$ cat config.mk
export PLATFORM = sky130hd
export DESIGN_NAME = prog_loader
export DESIGN_NICKNAME = d
export VERILOG_FILES = /design/src/rtl/prog_loader_pkg.sv /design/src/rtl/byte_word_packer.sv /design/src/rtl/prog_loader.sv
export SDC_FILE = /design/constraint.sdc
export NUM_CORES = 1
export LEC_CHECK = 0
export ABC_AREA = 1
export CORE_AREA = 2 2 110 155
export CTS_CLUSTER_SIZE = 16
export DETAILED_ROUTE_END_ITERATION = 8
export DIE_AREA = 0 0 112 157
export SLEW_MARGIN = 10
export SYNTH_ARGS = -nofsm -noshare
export SYNTH_HDL_FRONTEND = slang
export SYNTH_SLANG_ARGS = --single-unit
$ cat constraint.sdc
create_clock -name clk -period 2.04 [get_ports clk]
set_input_delay 0.204 -clock clk [delete_from_list [all_inputs] [get_ports clk]]
set_output_delay 0.204 -clock clk [all_outputs]
set_load 0.1 [all_outputs]
$ cat src/rtl/prog_loader_pkg.sv
// Shared types and constants for the program loader: FSM states, word
// geometry and checksum seed.
package prog_loader_pkg;

  typedef enum logic [2:0] {
    IDLE  = 3'd0,
    COUNT = 3'd1,
    DATA  = 3'd2,
    CHECK = 3'd3,
    DONE  = 3'd4,
    ERR   = 3'd5
  } state_t;

  localparam int         BYTES_PER_WORD = 4;
  localparam logic [7:0] CHK_SEED       = 8'h00;

endpackage

$ cat src/rtl/byte_word_packer.sv
// Packs bytes MSB-first into 32-bit words; presents each completed word with
// a one-cycle valid strobe in the cycle after its last byte is accepted.
module byte_word_packer
  import prog_loader_pkg::*;
(
  input  logic        clk,
  input  logic        rst,
  input  logic        i_clr,
  input  logic        i_valid,
  input  logic [7:0]  i_byte,
  output logic        o_last,
  output logic        o_word_valid,
  output logic [31:0] o_word
);

  logic [1:0]  r_idx;
  logic [31:0] r_shift;
  logic [31:0] r_word;
  logic        r_word_valid;
  logic [31:0] w_shift_next;

  assign w_shift_next = {r_shift[23:0], i_byte};
  assign o_last       = (r_idx == 2'(BYTES_PER_WORD - 1));
  assign o_word_valid = r_word_valid;
  assign o_word       = r_word;

  // Output word is captured separately so the shifter can start on the next
  // word while this one is still being written.
  always_ff @(posedge clk) begin
    if (rst || i_clr) begin
      r_idx        <= 2'd0;
      r_shift      <= 32'd0;
      r_word       <= 32'd0;
      r_word_valid <= 1'b0;
    end else begin
      r_word_valid <= 1'b0;
      if (i_valid) begin
        r_shift <= w_shift_next;
        r_idx   <= r_idx + 2'd1;
        if (o_last) begin
          r_word       <= w_shift_next;
          r_word_valid <= 1'b1;
        end
      end
    end
  end

endmodule

$ cat src/rtl/prog_loader.sv
// Framed byte-stream loader for the instruction memory: COUNT, N packed
// words, XOR CHECK byte; releases cpu_hold only after a verified image.
module prog_loader
  import prog_loader_pkg::*;
#(
  parameter int ADDR_W = 5
) (
  input  logic              clk,
  input  logic              rst,
  input  logic              start,
  input  logic              in_valid,
  input  logic [7:0]        in_data,
  output logic              in_ready,
  output logic              imem_we,
  output logic [ADDR_W-1:0] imem_addr,
  output logic [31:0]       imem_wdata,
  output logic              cpu_hold,
  output logic              done,
  output logic              error
);

  localparam int DEPTH = 2 ** ADDR_W;

  state_t            r_state;
  logic              r_in_ready;
  logic              r_done;
  logic              r_error;
  logic              r_hold;
  logic [7:0]        r_xor;
  logic [ADDR_W:0]   r_n;
  logic [ADDR_W:0]   r_words;
  logic [ADDR_W-1:0] r_addr;

  logic              w_xfer;
  logic              w_start_ok;
  logic              w_pack_valid;
  logic              w_last;
  logic              w_word_valid;
  logic [31:0]       w_word;
  logic              w_count_bad;

  assign w_xfer       = in_valid && r_in_ready;
  assign w_start_ok   = start && (r_state == IDLE || r_state == DONE || r_state == ERR);
  assign w_pack_valid = w_xfer && (r_state == DATA);
  assign w_count_bad  = (in_data == 8'd0) || ({24'd0, in_data} > 32'(DEPTH));

  byte_word_packer u_packer (
    .clk          (clk),
    .rst          (rst),
    .i_clr        (w_start_ok),
    .i_valid      (w_pack_valid),
    .i_byte       (in_data),
    .o_last       (w_last),
    .o_word_valid (w_word_valid),
    .o_word       (w_word)
  );

  assign in_ready   = r_in_ready;
  assign imem_we    = w_word_valid;
  assign imem_addr  = r_addr;
  assign imem_wdata = w_word;
  assign cpu_hold   = r_hold;
  assign done       = r_done;
  assign error      = r_error;

  always_ff @(posedge clk) begin
    if (rst) begin
      r_state    <= IDLE;
      r_in_ready <= 1'b0;
      r_done     <= 1'b0;
      r_error    <= 1'b0;
      r_hold     <= 1'b1;
      r_xor      <= CHK_SEED;
      r_n        <= '0;
      r_words    <= '0;
      r_addr     <= '0;
    end else begin
      if (w_word_valid)
        r_addr <= r_addr + 1'b1;
      case (r_state)
        IDLE, DONE, ERR: begin
          if (start) begin
            r_state    <= COUNT;
            r_in_ready <= 1'b1;
            r_done     <= 1'b0;
            r_error    <= 1'b0;
            r_hold     <= 1'b1;
            r_xor      <= CHK_SEED;
            r_words    <= '0;
            r_addr     <= '0;
          end
        end
        COUNT: begin
          if (w_xfer) begin
            r_xor <= r_xor ^ in_data;
            if (w_count_bad) begin
              r_state    <= ERR;
              r_in_ready <= 1'b0;
              r_error    <= 1'b1;
            end else begin
              r_n     <= (ADDR_W + 1)'(in_data);
              r_state <= DATA;
            end
          end
        end
        // Leave DATA as the last byte of the last word is accepted, so the
        // CHECK byte can land during that word's write cycle.
        DATA: begin
          if (w_xfer) begin
            r_xor <= r_xor ^ in_data;
            if (w_last) begin
              r_words <= r_words + 1'b1;
              if (r_words == r_n - 1'b1)
                r_state <= CHECK;
            end
          end
        end
        CHECK: begin
          if (w_xfer) begin
            r_in_ready <= 1'b0;
            if (in_data == r_xor) begin
              r_state <= DONE;
              r_done  <= 1'b1;
              r_hold  <= 1'b0;
            end else begin
              r_state <= ERR;
              r_error <= 1'b1;
            end
          end
        end
        default: begin
          r_state    <= IDLE;
          r_in_ready <= 1'b0;
        end
      endcase
    end
  end

endmodule
## Word-level counts from Yosys, hierarchy flattened

Cells that the tools add are included.

| word-level totals | value |
|---|---|
| input bits | 12 |
| logic and storage cells | 101 |
| flip-flop bits (word level) | 91 |
| output and inout port bits | 42 |

| operators by class | value |
|---|---|
| $add $sub $neg | 4 |
| order comparisons | 1 |
| muxes and demuxes | 37 |
| eq/ne operators | 18 |
| bitwise operators | 4 |
| reductions and logical operators | 24 |

Operators with widths:

| cell | count |
|---|---|
| $mux W3 | 7 |
| $mux W6 | 3 |
| $mux W8 | 2 |
| $pmux W8 S2 | 1 |
| $mux W1 | 15 |
| $mux W5 | 3 |
| $ne A2 B2 Y1 const B | 7 |
| $pmux W3 S4 | 1 |
| $pmux W6 S2 | 1 |
| $reduce_and A6 Y1 | 2 |
| $eq A8 B8 Y1 | 1 |
| $gt A8 B6 Y1 const B | 1 |
| $logic_not A8 Y1 | 1 |
| $reduce_and A4 Y1 | 2 |
| $xor A8 B8 Y8 | 1 |
| $add A6 B1 Y6 const B | 1 |
| $eq A3 B2 Y1 const B | 2 |
| $eq A3 B3 Y1 const B | 2 |
| $eq A6 B6 Y1 | 1 |
| $ne A2 B1 Y1 const B | 3 |
| $reduce_and A3 Y1 | 2 |
| $reduce_bool A2 Y1 | 3 |
| $sub A6 B1 Y6 const B | 1 |
| $add A5 B1 Y5 const B | 1 |
| 15 further kinds | 24 |

## Longest topological paths before layout

| logic depth | value |
|---|---|
| word-level depth | 6 |
| mapped depth | 14 |
| gate-level depth less buffers | 14 |

## Modules after synthesis

A second synthesis with hierarchy kept.

| unflattened totals | value |
|---|---|
| cell total of the unflattened synthesis | 547 |
| area total of the unflattened synthesis | 3992.6 um2 |

By module, submodules not included:

| module | area each (um2) | times used | cells an instance | sequential area each (um2) |
|---|---|---|---|---|
| byte_word_packer | 2209.6 | 1 | 289 | 1181.1 |
| prog_loader | 1783.0 | 1 | 258 | 640.6 |

## Worst setup path before layout

OpenSTA, ideal clock, no wires.

| path | value |
|---|---|
| path kind | flip-flop to flip-flop |
| from | register r_in_ready, in the netlist in_ready |
| to | register r_state[0] |
| required time | 1925 ps |
| stages on the path, launching flop included | 8 |
| slack | -129 ps |
| clock period less this slack | 2169 ps |
| buffers on the path | 0 |
| data arrival time | 2054 ps |
| cells stage by stage | dfxtp_1 > nand2_1 > nand2_1 > nand2_2 > a21oi_1 > nand3_1 > nand2_1 > nor2_1 |

| on the way | value |
|---|---|
| cells in the longest elaborated chain, start to end | 3 |

RTL lines:

| what | line | text |
|---|---|---|
| from (decl) | prog_loader.sv:25 | `logic r_in_ready;` |
| from (signal assigned) | prog_loader.sv:69 | `r_in_ready <= 1'b0;` |
| from (signal assigned) | prog_loader.sv:84 | `r_in_ready <= 1'b1;` |
| from (signal assigned) | prog_loader.sv:98 | `r_in_ready <= 1'b0;` |
| $logic_and A1 B1 Y1 * | prog_loader.sv:42 | `assign w_xfer = in_valid && r_in_ready;` |
| $ne A2 B2 Y1 (no line) | n/a |  |
| $reduce_and A6 Y1 (no line) * | n/a |  |
| to (signal assigned) | prog_loader.sv:68 | `r_state <= IDLE;` |
| to (signal assigned) | prog_loader.sv:83 | `r_state <= COUNT;` |
| to (signal assigned) | prog_loader.sv:97 | `r_state <= ERR;` |
| to (decl) | prog_loader.sv:24 | `state_t r_state;` |

Every way passes the cells marked *; elsewhere a longest branch is shown, timed or not.
A chain may end at the register's enable or synchronous reset.

## Final worst setup path

| path | value |
|---|---|
| from | register r_n[0] |
| to | register r_state[2] |

| on the way | value |
|---|---|
| cells in the longest elaborated chain, start to end | 4 |

RTL lines:

| what | line | text |
|---|---|---|
| from (decl) | prog_loader.sv:30 | `logic [ADDR_W:0] r_n;` |
| from (signal assigned) | prog_loader.sv:101 | `r_n <= (ADDR_W + 1)'(in_data);` |
| $sub A6 B1 Y6 | prog_loader.sv:113 | `if (r_words == r_n - 1'b1)` |
| $eq A6 B6 Y1 | prog_loader.sv:113 |  |
| $ne A2 B1 Y1 (no line) | n/a |  |
| $reduce_and A6 Y1 (no line) | n/a |  |
| to (signal assigned) | prog_loader.sv:114 | `r_state <= CHECK;` |
| to (signal assigned) | prog_loader.sv:122 | `r_state <= DONE;` |
| to (signal assigned) | prog_loader.sv:126 | `r_state <= ERR;` |

Every way passes these cells.

==> run summary <==
Crit path max fanout: 6
Initial DRT Pass Iterations: 4
Maximum vdd ir drop: 0.559 mV
Max-cap violations: 0
Antenna violation net count after detailed routing: 0
Yosys reg bits: 91
Num ports: 54
DR vias/cell: 4.42
First-pass GRT wire length: 15400 um
Period utilisation layout: 0.821
Synthesis Warnings: 0
Core box area: 0.0161 mm^2
Largest net degree at the start of global routing: 59
Worst hold margin: 0.453 ns
WL/cell: 12.2 um
Setup tns final: 0 ns
Leak: 2.02 nW
Sw frac: 0.354
Worst Skew: 0.00520 ns
Main synth FF type: dfxtp_1
Final min period: 1.68 ns
Synth area leader: dfxtp_1
CTS buffer count: 9
Most frequent cell after synthesis: dfxtp_1
Iter 0 DRT Violations: 159
Distinct cells, synth: 36
Comb power frac: 0.278
Area contributors post-synth: dfxtp_1 46%, a21oi_1 6.3%, nand2_1 5.9%
Synth top area share: 0.459
Nets: 559
Top cells by count, synth: 91 x dfxtp_1, 62 x nand2_1, 51 x inv_1
Part of the power in registers: 0.412
Number of synthesized flops with an enable pin: 0
Initial Util: 0.247
CTS root buffer: clkbuf_16
Post-Syn Area per Cell: 8.16 um^2
Layout area overhead: 23.4%
Design area: 0.00490 mm^2
Worst slew margin: 0.679
Final Hold Fails: 0
Final setup fails: 0
Status: complete, no violations
Worst EP required: 2.28 ns
Routed WL: 9110 um
RSZ-0062 raised after global routing: false
PD cells: 1010 mW/mm^2
Antenna violations before repair: 0
Clk pwr share: 0.310
Setup bufs post-CTS: 0
H-tree depth: 3
Gpl congestion: 0.810
All-Layer GR Usage: 0.109
DR DRC count: 0
Die width: 112 um
Worst-Skew Late Latency: 0.34 ns
Die Height: 157 um
# resized after CTS: 0
GR Overflow Total: 0
Die ar.: 0.0176 mm^2
Clock slew at reported path FFs: 0.06 ns
Mapped Cells: 487
Critical Path Start Type: flop
Number of port buffers: 53
Hold_buf cts: 0
Final HPWL DP: 6490 um
TritonCTS clock tree: done
Switch Pwr: 0.00175 W
Placed Area: 0.00463 mm^2
Vias in the first global route: 3174
Share of layout cells above drive strength 1: 0.241
# diodes: 0
Max Root-Sink Buffers: 2
CP endpoint kind: flop
Row count: 55
Post-Syn Nets: 503
Worst path arrival time: 1.91 ns
Sequential share of the synthesized area: 0.459
Post-Syn Area: 0.00397 mm^2
Worst hold path type: flop to flop
Routed via count: 3298
Max Clock Freq: 0.597 GHz
Fin. max-slew vios: 0
Post-synth ARST share: 0
Clock sink count: 91
Int Power: 0.00319 W
Setup CP Type: flop to flop
Worst slew pin tran: 0.481 ns
==> power by group through the flow <==
stage,clock network (W),logic [W],registers [W]
6_report,0.00153,0.00137,0.00203
5_1_grt,0.00167,0.00157,0.00205
4_1_cts,0.00159,0.00139,0.00203
3_5_place_dp,0,0.00138,0.00207
3_3_place_gp,0,0.00138,0.00207
2_1_floorplan,0,0.00101,0.00219
==> sequential cells by signal, summed over array words and instances, names as in the netlist <==
name and cells:
imem_addr 5, u_packer.r_idx 2, r_words 6, r_state 3, r_n 6, u_packer.r_shift 24, error 1, u_packer.o_word_valid 1
r_xor 8, done 1, cpu_hold 1, in_ready 1, u_packer.o_word 32
==> final timing paths <==
kind | startpoint | endpoint | slack, ns | cells past startpoint
worst max-delay path | r_n[0]$_SDFFE_PP0P_ | r_state[2]$_SDFFE_PP0P_ | 0.36 | 13
worst min-delay path | error$_SDFFE_PP0P_ | error$_SDFFE_PP0P_ | 0.45 | 2
worst max register to register | r_n[0]$_SDFFE_PP0P_ | r_state[2]$_SDFFE_PP0P_ | 0.36 | 13
worst min register to register | error$_SDFFE_PP0P_ | error$_SDFFE_PP0P_ | 0.45 | 2
==> final cells by class <==
type	instances	area, um^2
Tap cell	199	249
Fill cell	1763	11200
Inverter	59	223
Multi-Input combinational cell	316	1780
Clock buffer	9	225
Sequential cell	91	1820
Timing Repair Buffer	66	561
Clock inverter	6	42.5
==> cells by family after synthesis <==
family	count (synthesis)	synth area share
buffers and inverters	80	0.0948
xor gates and xnor gates	10	0.0220
adders and majority gates	4	0.0126
and+or+nand+nor	147	0.169
DFF	91	0.459
AOI/OAI and AO/OA	155	0.243
==> through the flow <==
stage | instances | util | setup WS, ns | total power, W
after detailed placement | 731 | 0.288 | 0.161 | 0.00345
final | 746 | 0.304 | 0.365 | 0.00493
after CTS | 746 | 0.304 | 0.337 | 0.00500
after global routing | 746 | 0.304 | 0.110 | 0.00528
after floorplan | 487 | - | 0.206 | 0.00320
after global placement | 731 | 0.288 | 0.170 | 0.00345
==> critical path: stages (launching register included) <==
cell and delay, ns:
dfxtp_1 0.33, inv_1 0.16, ha_1 0.24, nand2_1 0.09, nor2_1 0.09, nand2_1 0.05
nand2_1 0.05, nand2_1 0.05, nor2_1 0.12, nand2_1 0.07, nand2_1 0.14, nand3_1 0.09
nand2_1 0.07, nor2_1 0.04
==> routing by layer <==
layer | wire (um) | global-route usage
met1 | 4160 | 0.131
met2 | 4390 | 0.185
met3 | 298 | 0.0166
met4 | 259 | 0.0604
met5 | 0 | 0
==> cell usage in the layout (no fill, tap or decap), types with 20 or more instances in the layout <==
cell	synthesis	layout
o21ai_0	45	45
nand2_1	62	62
a21oi_1	50	50
nor2_1	41	41
dfxtp_1	91	90
o21ai_2	20	20
a21oi_2	21	21
nand3_1	23	23
inv_1	51	51
buf_4	2	52
(Power assumes the default switching activity.)
